`config.mk`:
```
export PLATFORM = sky130hd
export DESIGN_NAME = ttt_move_ctrl
export DESIGN_NICKNAME = d
export VERILOG_FILES = /design/src/rtl/ttt_pkg.sv /design/src/rtl/btn_sync_edge.sv /design/src/rtl/ttt_move_ctrl.sv
export SDC_FILE = /design/constraint.sdc
export NUM_CORES = 1
export LEC_CHECK = 0
export CORE_ASPECT_RATIO = 0.75
export CORE_MARGIN = 2
export CORE_UTILIZATION = 53
export DETAILED_ROUTE_END_ITERATION = 8
export PLACE_DENSITY = 0.79
export SLEW_MARGIN = 20
export SYNTH_ARGS = -nofsm -noshare
export SYNTH_HDL_FRONTEND = slang
export SYNTH_SLANG_ARGS = --single-unit
```
`constraint.sdc`:
```
create_clock -name clk -period 2.3 [get_ports clk]
set_clock_uncertainty 0.2 [all_clocks]
set_input_delay 0.345 -clock clk [delete_from_list [all_inputs] [get_ports clk]]
set_output_delay 0.345 -clock clk [all_outputs]
set_load 0.05 [all_outputs]
```
`src/rtl/ttt_pkg.sv`:
```
// Shared types and constants for the tic-tac-toe move controller.
package ttt_pkg;

  localparam int unsigned N_CELLS   = 9;
  localparam logic [3:0]  LAST_CELL = 4'd8;

  typedef enum logic [2:0] {
    S_PLAY   = 3'd0,
    S_COMMIT = 3'd1,
    S_CHECK  = 3'd2,
    S_OVER   = 3'd3,
    S_CLEAR  = 3'd4
  } state_t;

  typedef enum logic [1:0] {
    WIN_NONE = 2'b00,
    WIN_X    = 2'b01,
    WIN_O    = 2'b10,
    WIN_DRAW = 2'b11
  } winner_t;

  // Rows, columns, then the two diagonals.
  localparam logic [7:0][N_CELLS-1:0] WIN_LINES = {
    9'h054, 9'h111, 9'h124, 9'h092, 9'h049, 9'h1C0, 9'h038, 9'h007
  };

  function automatic logic has_win(input logic [N_CELLS-1:0] marks);
    logic hit;
    hit = 1'b0;
    for (int unsigned i = 0; i < 8; i++) begin
      if ((marks & WIN_LINES[i]) == WIN_LINES[i]) hit = 1'b1;
    end
    return hit;
  endfunction

endpackage

```
`src/rtl/btn_sync_edge.sv`:
```
// Button synchroniser followed by a registered rising-edge pulse.
module btn_sync_edge #(
  parameter int unsigned SYNC_STAGES = 2
) (
  input  logic clk,
  input  logic rst_n,
  input  logic btn_i,
  output logic ev_o
);

  logic [SYNC_STAGES-1:0] sync_q;
  logic                   prev_q;
  logic                   ev_q;

  always_ff @(posedge clk or negedge rst_n) begin
    if (!rst_n) begin
      sync_q <= '0;
      prev_q <= 1'b0;
      ev_q   <= 1'b0;
    end else begin
      sync_q <= {sync_q[SYNC_STAGES-2:0], btn_i};
      prev_q <= sync_q[SYNC_STAGES-1];
      ev_q   <= sync_q[SYNC_STAGES-1] & ~prev_q;
    end
  end

  assign ev_o = ev_q;

endmodule

```
`src/rtl/ttt_move_ctrl.sv`:
```
// Tic-tac-toe move controller: cursor, mark placement, turn and result tracking.
module ttt_move_ctrl
  import ttt_pkg::*;
#(
  parameter int unsigned SYNC_STAGES  = 2,
  parameter logic        FIRST_PLAYER = 1'b0
) (
  input  logic       clk,
  input  logic       rst_n,
  input  logic       btn_next,
  input  logic       btn_prev,
  input  logic       btn_place,
  input  logic       btn_new,
  output logic [3:0] sel,
  output logic       wr_en,
  output logic       player,
  output logic [8:0] board_x,
  output logic [8:0] board_o,
  output logic       reject,
  output logic       game_over,
  output logic [1:0] winner
);

  logic ev_next, ev_prev, ev_place, ev_new;

  btn_sync_edge #(.SYNC_STAGES(SYNC_STAGES)) u_next  (.clk(clk), .rst_n(rst_n), .btn_i(btn_next),  .ev_o(ev_next));
  btn_sync_edge #(.SYNC_STAGES(SYNC_STAGES)) u_prev  (.clk(clk), .rst_n(rst_n), .btn_i(btn_prev),  .ev_o(ev_prev));
  btn_sync_edge #(.SYNC_STAGES(SYNC_STAGES)) u_place (.clk(clk), .rst_n(rst_n), .btn_i(btn_place), .ev_o(ev_place));
  btn_sync_edge #(.SYNC_STAGES(SYNC_STAGES)) u_new   (.clk(clk), .rst_n(rst_n), .btn_i(btn_new),   .ev_o(ev_new));

  state_t               state_q, state_d;
  winner_t              winner_q, winner_d;
  logic [3:0]           sel_q, sel_d;
  logic                 player_q, player_d;
  logic [N_CELLS-1:0]   bx_q, bx_d, bo_q, bo_d;
  logic                 reject_q, reject_d;
  logic [N_CELLS-1:0]   sel_mask;
  logic                 cursor_ok;

  assign sel_mask  = 9'b1 << sel_q;
  assign cursor_ok = (state_q == S_PLAY) || (state_q == S_OVER);

  always_comb begin
    state_d  = state_q;
    winner_d = winner_q;
    sel_d    = sel_q;
    player_d = player_q;
    bx_d     = bx_q;
    bo_d     = bo_q;
    reject_d = 1'b0;

    // Cursor only moves when no higher-priority event fires; next+prev cancel.
    if (cursor_ok && !ev_new && !ev_place && (ev_next ^ ev_prev)) begin
      if (ev_next) sel_d = (sel_q == LAST_CELL) ? '0 : sel_q + 4'd1;
      else         sel_d = (sel_q == '0) ? LAST_CELL : sel_q - 4'd1;
    end

    case (state_q)
      S_PLAY: begin
        if (ev_new) begin
          state_d = S_CLEAR;
        end else if (ev_place) begin
          if (((bx_q | bo_q) & sel_mask) != '0) reject_d = 1'b1;
          else                                  state_d  = S_COMMIT;
        end
      end
      S_COMMIT: begin
        if (player_q) bo_d = bo_q | sel_mask;
        else          bx_d = bx_q | sel_mask;
        state_d = S_CHECK;
      end
      S_CHECK: begin
        if (has_win(player_q ? bo_q : bx_q)) begin
          winner_d = player_q ? WIN_O : WIN_X;
          state_d  = S_OVER;
        end else if (&(bx_q | bo_q)) begin
          winner_d = WIN_DRAW;
          state_d  = S_OVER;
        end else begin
          player_d = ~player_q;
          state_d  = S_PLAY;
        end
      end
      S_OVER: begin
        if (ev_new) state_d = S_CLEAR;
      end
      S_CLEAR: begin
        bx_d     = '0;
        bo_d     = '0;
        winner_d = WIN_NONE;
        player_d = FIRST_PLAYER;
        state_d  = S_PLAY;
      end
      default: state_d = S_PLAY;
    endcase
  end

  always_ff @(posedge clk or negedge rst_n) begin
    if (!rst_n) begin
      state_q  <= S_PLAY;
      winner_q <= WIN_NONE;
      sel_q    <= '0;
      player_q <= FIRST_PLAYER;
      bx_q     <= '0;
      bo_q     <= '0;
      reject_q <= 1'b0;
    end else begin
      state_q  <= state_d;
      winner_q <= winner_d;
      sel_q    <= sel_d;
      player_q <= player_d;
      bx_q     <= bx_d;
      bo_q     <= bo_d;
      reject_q <= reject_d;
    end
  end

  assign sel       = sel_q;
  assign wr_en     = (state_q == S_COMMIT);
  assign player    = player_q;
  assign board_x   = bx_q;
  assign board_o   = bo_q;
  assign reject    = reject_q;
  assign game_over = (state_q == S_OVER);
  assign winner    = winner_q;

endmodule
```
* Word level (Yosys, flattened, before mapping)
Cells that the tools add are included.
** Cells by class
- Add/sub/neg operators :: 2
- Equality and inequality tests :: 21
- Shift-type cells :: 1
- Muxes and demuxes :: 35
- Bitwise logic cells :: 14
- Reduce and logical (&&, ||, !) cells :: 17
** Operators by type and width (count)
- 9-bit case mux with 2 select lines :: 2
- 3-bit equality test, second input constant :: 9
- 9-bit two-way mux :: 3
- 9-bit bitwise OR :: 3
- 1-bit two-way mux :: 15
- 3-bit two-way mux :: 4
- 4-bit two-way mux :: 3
- 3-bit case mux with 4 select lines :: 1
- 2-bit two-way mux :: 5
- 9-bit bitwise AND :: 1
- 9-bit AND reduction :: 1
- 9-bit nonzero test :: 1
- 1-bit by 4-bit left shift with 9-bit output, first input constant :: 1
- 3-bit by 2-bit equality test with 1-bit output, second input constant :: 2
- 2-bit inequality test, second input constant :: 3
- 2-bit AND reduction :: 3
- 3-bit AND reduction :: 2
- 1-bit inverter :: 5
- 4-bit by 1-bit adder with 4-bit output, second input constant :: 1
- 1-bit bitwise AND :: 4
- 4-bit equality test, second input constant :: 1
- 4-bit logical NOT :: 1
- 2-bit by 1-bit inequality test with 1-bit output, second input constant :: 2
- 2-bit case mux with 2 select lines :: 1
- other kinds (12) :: 16
** Storage, ports and cells
- Flip-flop bits (word level) :: 45
- Input port bits :: 6
- Output and inout port bits :: 28

* Longest topological paths before layout
- Depth in word-level cells :: 13
- Mapped depth :: 8
- Depth with buffers taken out :: 7

* By module
Synthesis repeated with hierarchy kept, for this count alone.
** Unflattened totals
- Cells, all modules :: 216
- Area, all modules :: 2198.4 um^2
** By module, submodules not included
- ttt_move_ctrl :: times used 1, cells each 196, area an instance 1742.9 um^2, seq. area each 725.7 um^2
- btn_sync_edge :: times used 4, cells each 5, area an instance 113.9 um^2, seq. area each 100.1 um^2

* Worst setup path after synthesis
No wires, ideal clock.
- Path type :: flip-flop to flip-flop
- Start point :: register state_q[1]
- End point :: register bx_q[2], in the netlist board_x[2]
- Library setup time :: 0.077 ns
- Arrival time :: 2.361 ns
- Path slack :: -0.338 ns
- Cell stages (with the launch flop) :: 7
- Buffers on the path :: 2
- Clock period less this slack :: 2.638 ns
- Path through :: dfrtp_1 buf_2 nor3b_1 and2_1 buf_2 nand3_1 a21oi_1
** Between the ends
- Cells in the longest elaborated chain, start to end :: 3
- Elaborated cells on any way between the ends :: 6
** Ends and longest elaborated chain
- start, declared :: line ttt_move_ctrl.sv:31 : state_t state_q, state_d;
- start signal, assigned :: line ttt_move_ctrl.sv:108 : state_q <= state_d;
- 3-bit by 1-bit equality test with 1-bit output (*)
- net wr_en :: line ttt_move_ctrl.sv:15 : output logic wr_en,
- 2-bit inequality test (no source line) / 2-bit nonzero test (equally long branches)
- 2-bit AND reduction (no source line)
- end signal, assigned :: line ttt_move_ctrl.sv:104 : bx_q <= '0;
- end signal, assigned :: line ttt_move_ctrl.sv:112 : bx_q <= bx_d;
- end, declared :: line ttt_move_ctrl.sv:35 : logic [N_CELLS-1:0] bx_q, bx_d, bo_q, bo_d;
Mark *: on every way through the listed nets, which the timed path passes. The rest lies on a longest branch.
A chain may end at the register's enable or synchronous reset.

* Final worst setup path
- Start point :: register bo_q[8], in the netlist board_o[8]
- End point :: output port board_o[8]
** RTL lines
- start, declared :: line ttt_move_ctrl.sv:35
- start signal, assigned :: line ttt_move_ctrl.sv:113 : bo_q <= bo_d;
- end, declared :: line ttt_move_ctrl.sv:18 : output logic [8:0] board_o,
No word-level cell between the ends.

==> results.rst <==
.. list-table::
   :header-rows: 1

   * - Metric
     - Value
   * - Data required time at the worst endpoint
     - 1.75 ns
   * - Routed Antenna Nets
     - 0
   * - Time the final worst path needs with I/O delays and setup
     - 2.23 ns
   * - R2R depth
     - 7
   * - Maximum number of pins on one net before global-route repair
     - 24
   * - Hold violation count in the final report
     - 0
   * - Die footprint
     - 4650 um^2
   * - Starting density of the core
     - 0.544
   * - Crit-path max FO
     - 6
   * - Startpoint Class
     - flip-flop
   * - Cell types with the largest area share after synthesis
     - sky130_fd_sc_hd__dfrtp_1 52%, sky130_fd_sc_hd__nor2_1 4.8%, sky130_fd_sc_hd__ha_1 4.0%
   * - Horiz. Die Dim
     - 78.1 um
   * - Synthesized-area fraction occupied by and/or/nand/nor cells
     - 0.176
   * - Run status
     - completed
   * - Total clock sinks
     - 45
   * - Buffers added on ports
     - 33
   * - Number of levels the H-tree was split into
     - 2
   * - Area of the core
     - 4000 um^2
   * - Area added between synthesis and finish
     - 23.5%
   * - Register-to-register setup slack
     - 0.22 ns
   * - Worst min-delay path category
     - flip-flop to flip-flop
   * - Category of the critical setup timing path
     - flip-flop to output pin
   * - Final critical-path setup slack
     - 0.0746 ns
   * - Number of flops mapped to enable cells by yosys
     - 0
   * - Cell breakdown of the critical path
     - clkdlybuf4s50_1
   * - Largest family of logic cells by synthesized area
     - compound AO/OA/AOI/OAI gates
   * - Pre-CTS setup slack
     - 0.230 ns
   * - Overall routed net length
     - 5000 um
   * - Number of buffers inserted to repair setup after CTS
     - 0
   * - Wire length of the first global-routing pass
     - 8090 um
   * - Launch point of the worst reg-to-reg path
     - sel[0]
   * - Total stage count of the critical path
     - 1
   * - Total congestion overflow
     - 0
   * - Maximum root-to-sink buffer count
     - 2
   * - Max rail drop VDD
     - 0.000750 V
   * - Cell with the largest stage delay on the worst path
     - sky130_fd_sc_hd__clkdlybuf4s50_1
   * - Critical Path Sink Type
     - output pin
   * - Post-detailed-route wirelength per cell
     - 16.1 um
   * - Die H
     - 59.5 um
   * - Min-delay src
     - u_place.sync_q[0]
   * - Synthesized area per cell
     - 9.91 um^2
   * - Antenna diode instance count
     - 0
   * - Flip-flop and latch count after synthesis
     - 45
   * - Delay contributed by the slowest stage of the critical path
     - 0.86 ns
   * - Worst min-delay path endpoint
     - u_place.sync_q[1]
   * - Fraction of layout instances using a drive strength above 1
     - 0.0941
   * - Synth unique cells
     - 40
   * - Maximum operating frequency
     - 449 MHz
   * - Pwr dens
     - 1100 nW/um^2
   * - Hold Crit Depth
     - 0
   * - Max-Slew Margin vs Limit
     - 0.557
   * - Via count
     - 1831
   * - Part of the cycle the worst path needs
     - 0.968
   * - Worst endpoint data arrival time
     - 1.68 ns
   * - Number of pins with negative max-slew slack in the final report
     - 0
   * - Fill count
     - 321
   * - Number of antenna violations at the first check in global routing
     - 0
   * - Number of optimization iterations in the first detailed-route pass
     - 5
   * - Most used flip-flop cell after synthesis
     - sky130_fd_sc_hd__dfrtp_1
   * - Layout net count
     - 267
   * - DRC
     - 0
   * - Proportion of synthesized flip-flops having asynchronous set or reset
     - 1.00
   * - GRT Util Overall
     - 0.231
   * - Via count of the first global-routing pass
     - 1556
   * - Largest area contributor in the synthesized netlist
     - sky130_fd_sc_hd__dfrtp_1
   * - Share of the synthesized area in the top cell type
     - 0.517
   * - Detailed-route vias per instance
     - 5.91
   * - Post-Synthesis Net Count
     - 233
   * - Setup total negative slack
     - 0 ns
   * - Unrepaired setup endpoints after global routing
     - no
   * - Final setup violating endpoints
     - 0
   * - Number of buffers inserted during clock tree synthesis
     - 5
   * - Clk_lat worst skew
     - 0.30 ns
   * - Part of the Yosys area used for sequential elements
     - 0.517
   * - Static power due to leakage
     - 1.14 nW
   * - Critical register-to-register path endpoint
     - state_q[0]
   * - Portion of netlist area occupied by mux cells
     - 0
   * - Post-synthesis xor/xnor area fraction
     - 0.0121
   * - Synthesis warning total
     - 0
   * - CTS tree
     - yes
   * - Cell count after synthesis
     - 220
   * - Number of max-cap violations
     - 0
   * - Buf+Inv Stages, Crit Path
     - 1
   * - Share of synthesized cell area in full adder, half adder and majority cells
     - 0.0402
   * - Placer Congestion
     - 0.848
   * - Delay-heaviest family, CP
     - buffers and inverters
   * - Clock slew seen by the registers of the worst setup and hold paths
     - 0.09 ns
   * - Cell chosen for the clock root
     - sky130_fd_sc_hd__clkbuf_8
   * - Actual slew at the worst max-slew pin
     - 0.665 ns
   * - Placed wire-length estimate
     - 3430 um
   * - Flip-flop and latch area
     - 1130 um^2
   * - Leading cell types by count after synthesis
     - 45 x sky130_fd_sc_hd__dfrtp_1, 28 x sky130_fd_sc_hd__nor2_1, 14 x sky130_fd_sc_hd__nand2_1, 12 x sky130_fd_sc_hd__a21oi_1, 12 x sky130_fd_sc_hd__a31oi_1
   * - Most used standard cell by instance count after synthesis
     - sky130_fd_sc_hd__dfrtp_1
   * - Multi-input gate area in the final layout
     - 972 um^2
   * - Cell Rows
     - 20
   * - Top-level I/O count
     - 34
   * - Post-Syn Area
     - 2180 um^2
   * - Post-synthesis compound-gate area fraction
     - 0.216
   * - Iter 0 DRT Violations
     - 188
## final cells by class
type,count,area share
inverters,8,0.0112
flip-flops and latches,45,0.418
clock buffers,5,0.0256
repair buffers,40,0.140
well taps,55,0.0256
clock inverters,3,0.0186
multi-input cells,154,0.361
## cell families (layout without fill, tap and decap cells)
group | Yosys count | count (layout)
buf+inv | 21 | 56
simple gates | 75 | 75
flops | 45 | 45
compound gates | 69 | 69
fa+ha+maj | 7 | 7
xor+xnor | 3 | 3
## report_power, final
part / switching (mW) / internal, mW
Sequential: 0.252 / 0.902
Clock: 0.295 / 0.333
Combinational: 0.760 / 0.411
Total: 1.31 / 1.65
## placed cells by master, fill, tap and decap left out, types with 2 or more instances in the layout
cell type / n
sky130_fd_sc_hd__dfrtp_1: 45
sky130_fd_sc_hd__nor2_1: 28
sky130_fd_sc_hd__clkdlybuf4s50_1: 26
sky130_fd_sc_hd__nand2_1: 14
sky130_fd_sc_hd__a21oi_1: 12
sky130_fd_sc_hd__a31oi_1: 12
sky130_fd_sc_hd__o21ai_0: 10
sky130_fd_sc_hd__nor2b_1: 9
sky130_fd_sc_hd__buf_4: 9
sky130_fd_sc_hd__inv_1: 8
sky130_fd_sc_hd__a22oi_1: 7
sky130_fd_sc_hd__ha_1: 7
sky130_fd_sc_hd__o211ai_1: 5
sky130_fd_sc_hd__nand3_1: 5
sky130_fd_sc_hd__a211oi_1: 5
sky130_fd_sc_hd__o22ai_1: 5
sky130_fd_sc_hd__clkbuf_8: 5
sky130_fd_sc_hd__o32ai_1: 4
sky130_fd_sc_hd__nor3b_1: 4
sky130_fd_sc_hd__and2_1: 4
sky130_fd_sc_hd__xor2_1: 2
sky130_fd_sc_hd__nor3_1: 2
sky130_fd_sc_hd__nand3b_1: 2
sky130_fd_sc_hd__dlymetal6s2s_1: 2
## state kept, by name (all words and copies together) (netlist names), 2 cells and up
name / flops
u_place.sync_q: 2
winner: 2
sel: 4
u_next.sync_q: 2
u_new.sync_q: 2
board_x: 9
board_o: 9
u_prev.sync_q: 2
state_q: 3
## metrics by stage
| stage | util | total power [mW] | hold slack (ns) | area [um^2] | std cells |
|---|---|---|---|---|---|
| after floorplan | - | 1.92 | -0.151 | 2180 | 220 |
| after global placement | 0.639 | 2.31 | 0.134 | 2560 | 301 |
| after detailed placement | 0.639 | 2.32 | 0.137 | 2560 | 301 |
| after CTS | 0.671 | 2.95 | 0.159 | 2690 | 310 |
| after global routing | 0.673 | 3.11 | 0.162 | 2690 | 310 |
| final | 0.673 | 2.95 | 0.156 | 2690 | 310 |
## worst reg2reg max path, stage by stage (launching register included)
cell,delay [ns]
sky130_fd_sc_hd__dfrtp_1,0.48
sky130_fd_sc_hd__inv_1,0.15
sky130_fd_sc_hd__ha_1,0.23
sky130_fd_sc_hd__nor2b_1,0.32
sky130_fd_sc_hd__o21ai_0,0.14
sky130_fd_sc_hd__a41o_1,0.27
sky130_fd_sc_hd__nand3b_1,0.09
sky130_fd_sc_hd__o211ai_1,0.09
## routing by layer
layer / wire [um] / global-route usage
met5: 0 / 0
met3: 505 / 0.0579
met4: 68 / 0.0702
met1: 2240 / 0.351
met2: 2180 / 0.326
## how the worst max path moves through the flow
stage	start	endpoint	slack [ns]
after floorplan	sel[0]	state_q[0]	0.1
after global placement	sel[0]	state_q[0]	0.31
after detailed placement	sel[0]	state_q[0]	0.23
after CTS	player	player	0.008
after global routing	board_o[8]	board_o[8]	0.04
final	board_o[8]	board_o[8]	0.07
## what timing repair did
| action | CTS | global route |
|---|---|---|
| hold buffers | 1 | 0 |
| resized for setup | 1 | 2 |
| pin swaps | 0 | 0 |
| endpoints found under the hold margin | 21 | 0 |
| setup endpoints to repair | 1 | 2 |
Note: power is estimated with default switching activity, not from simulation.
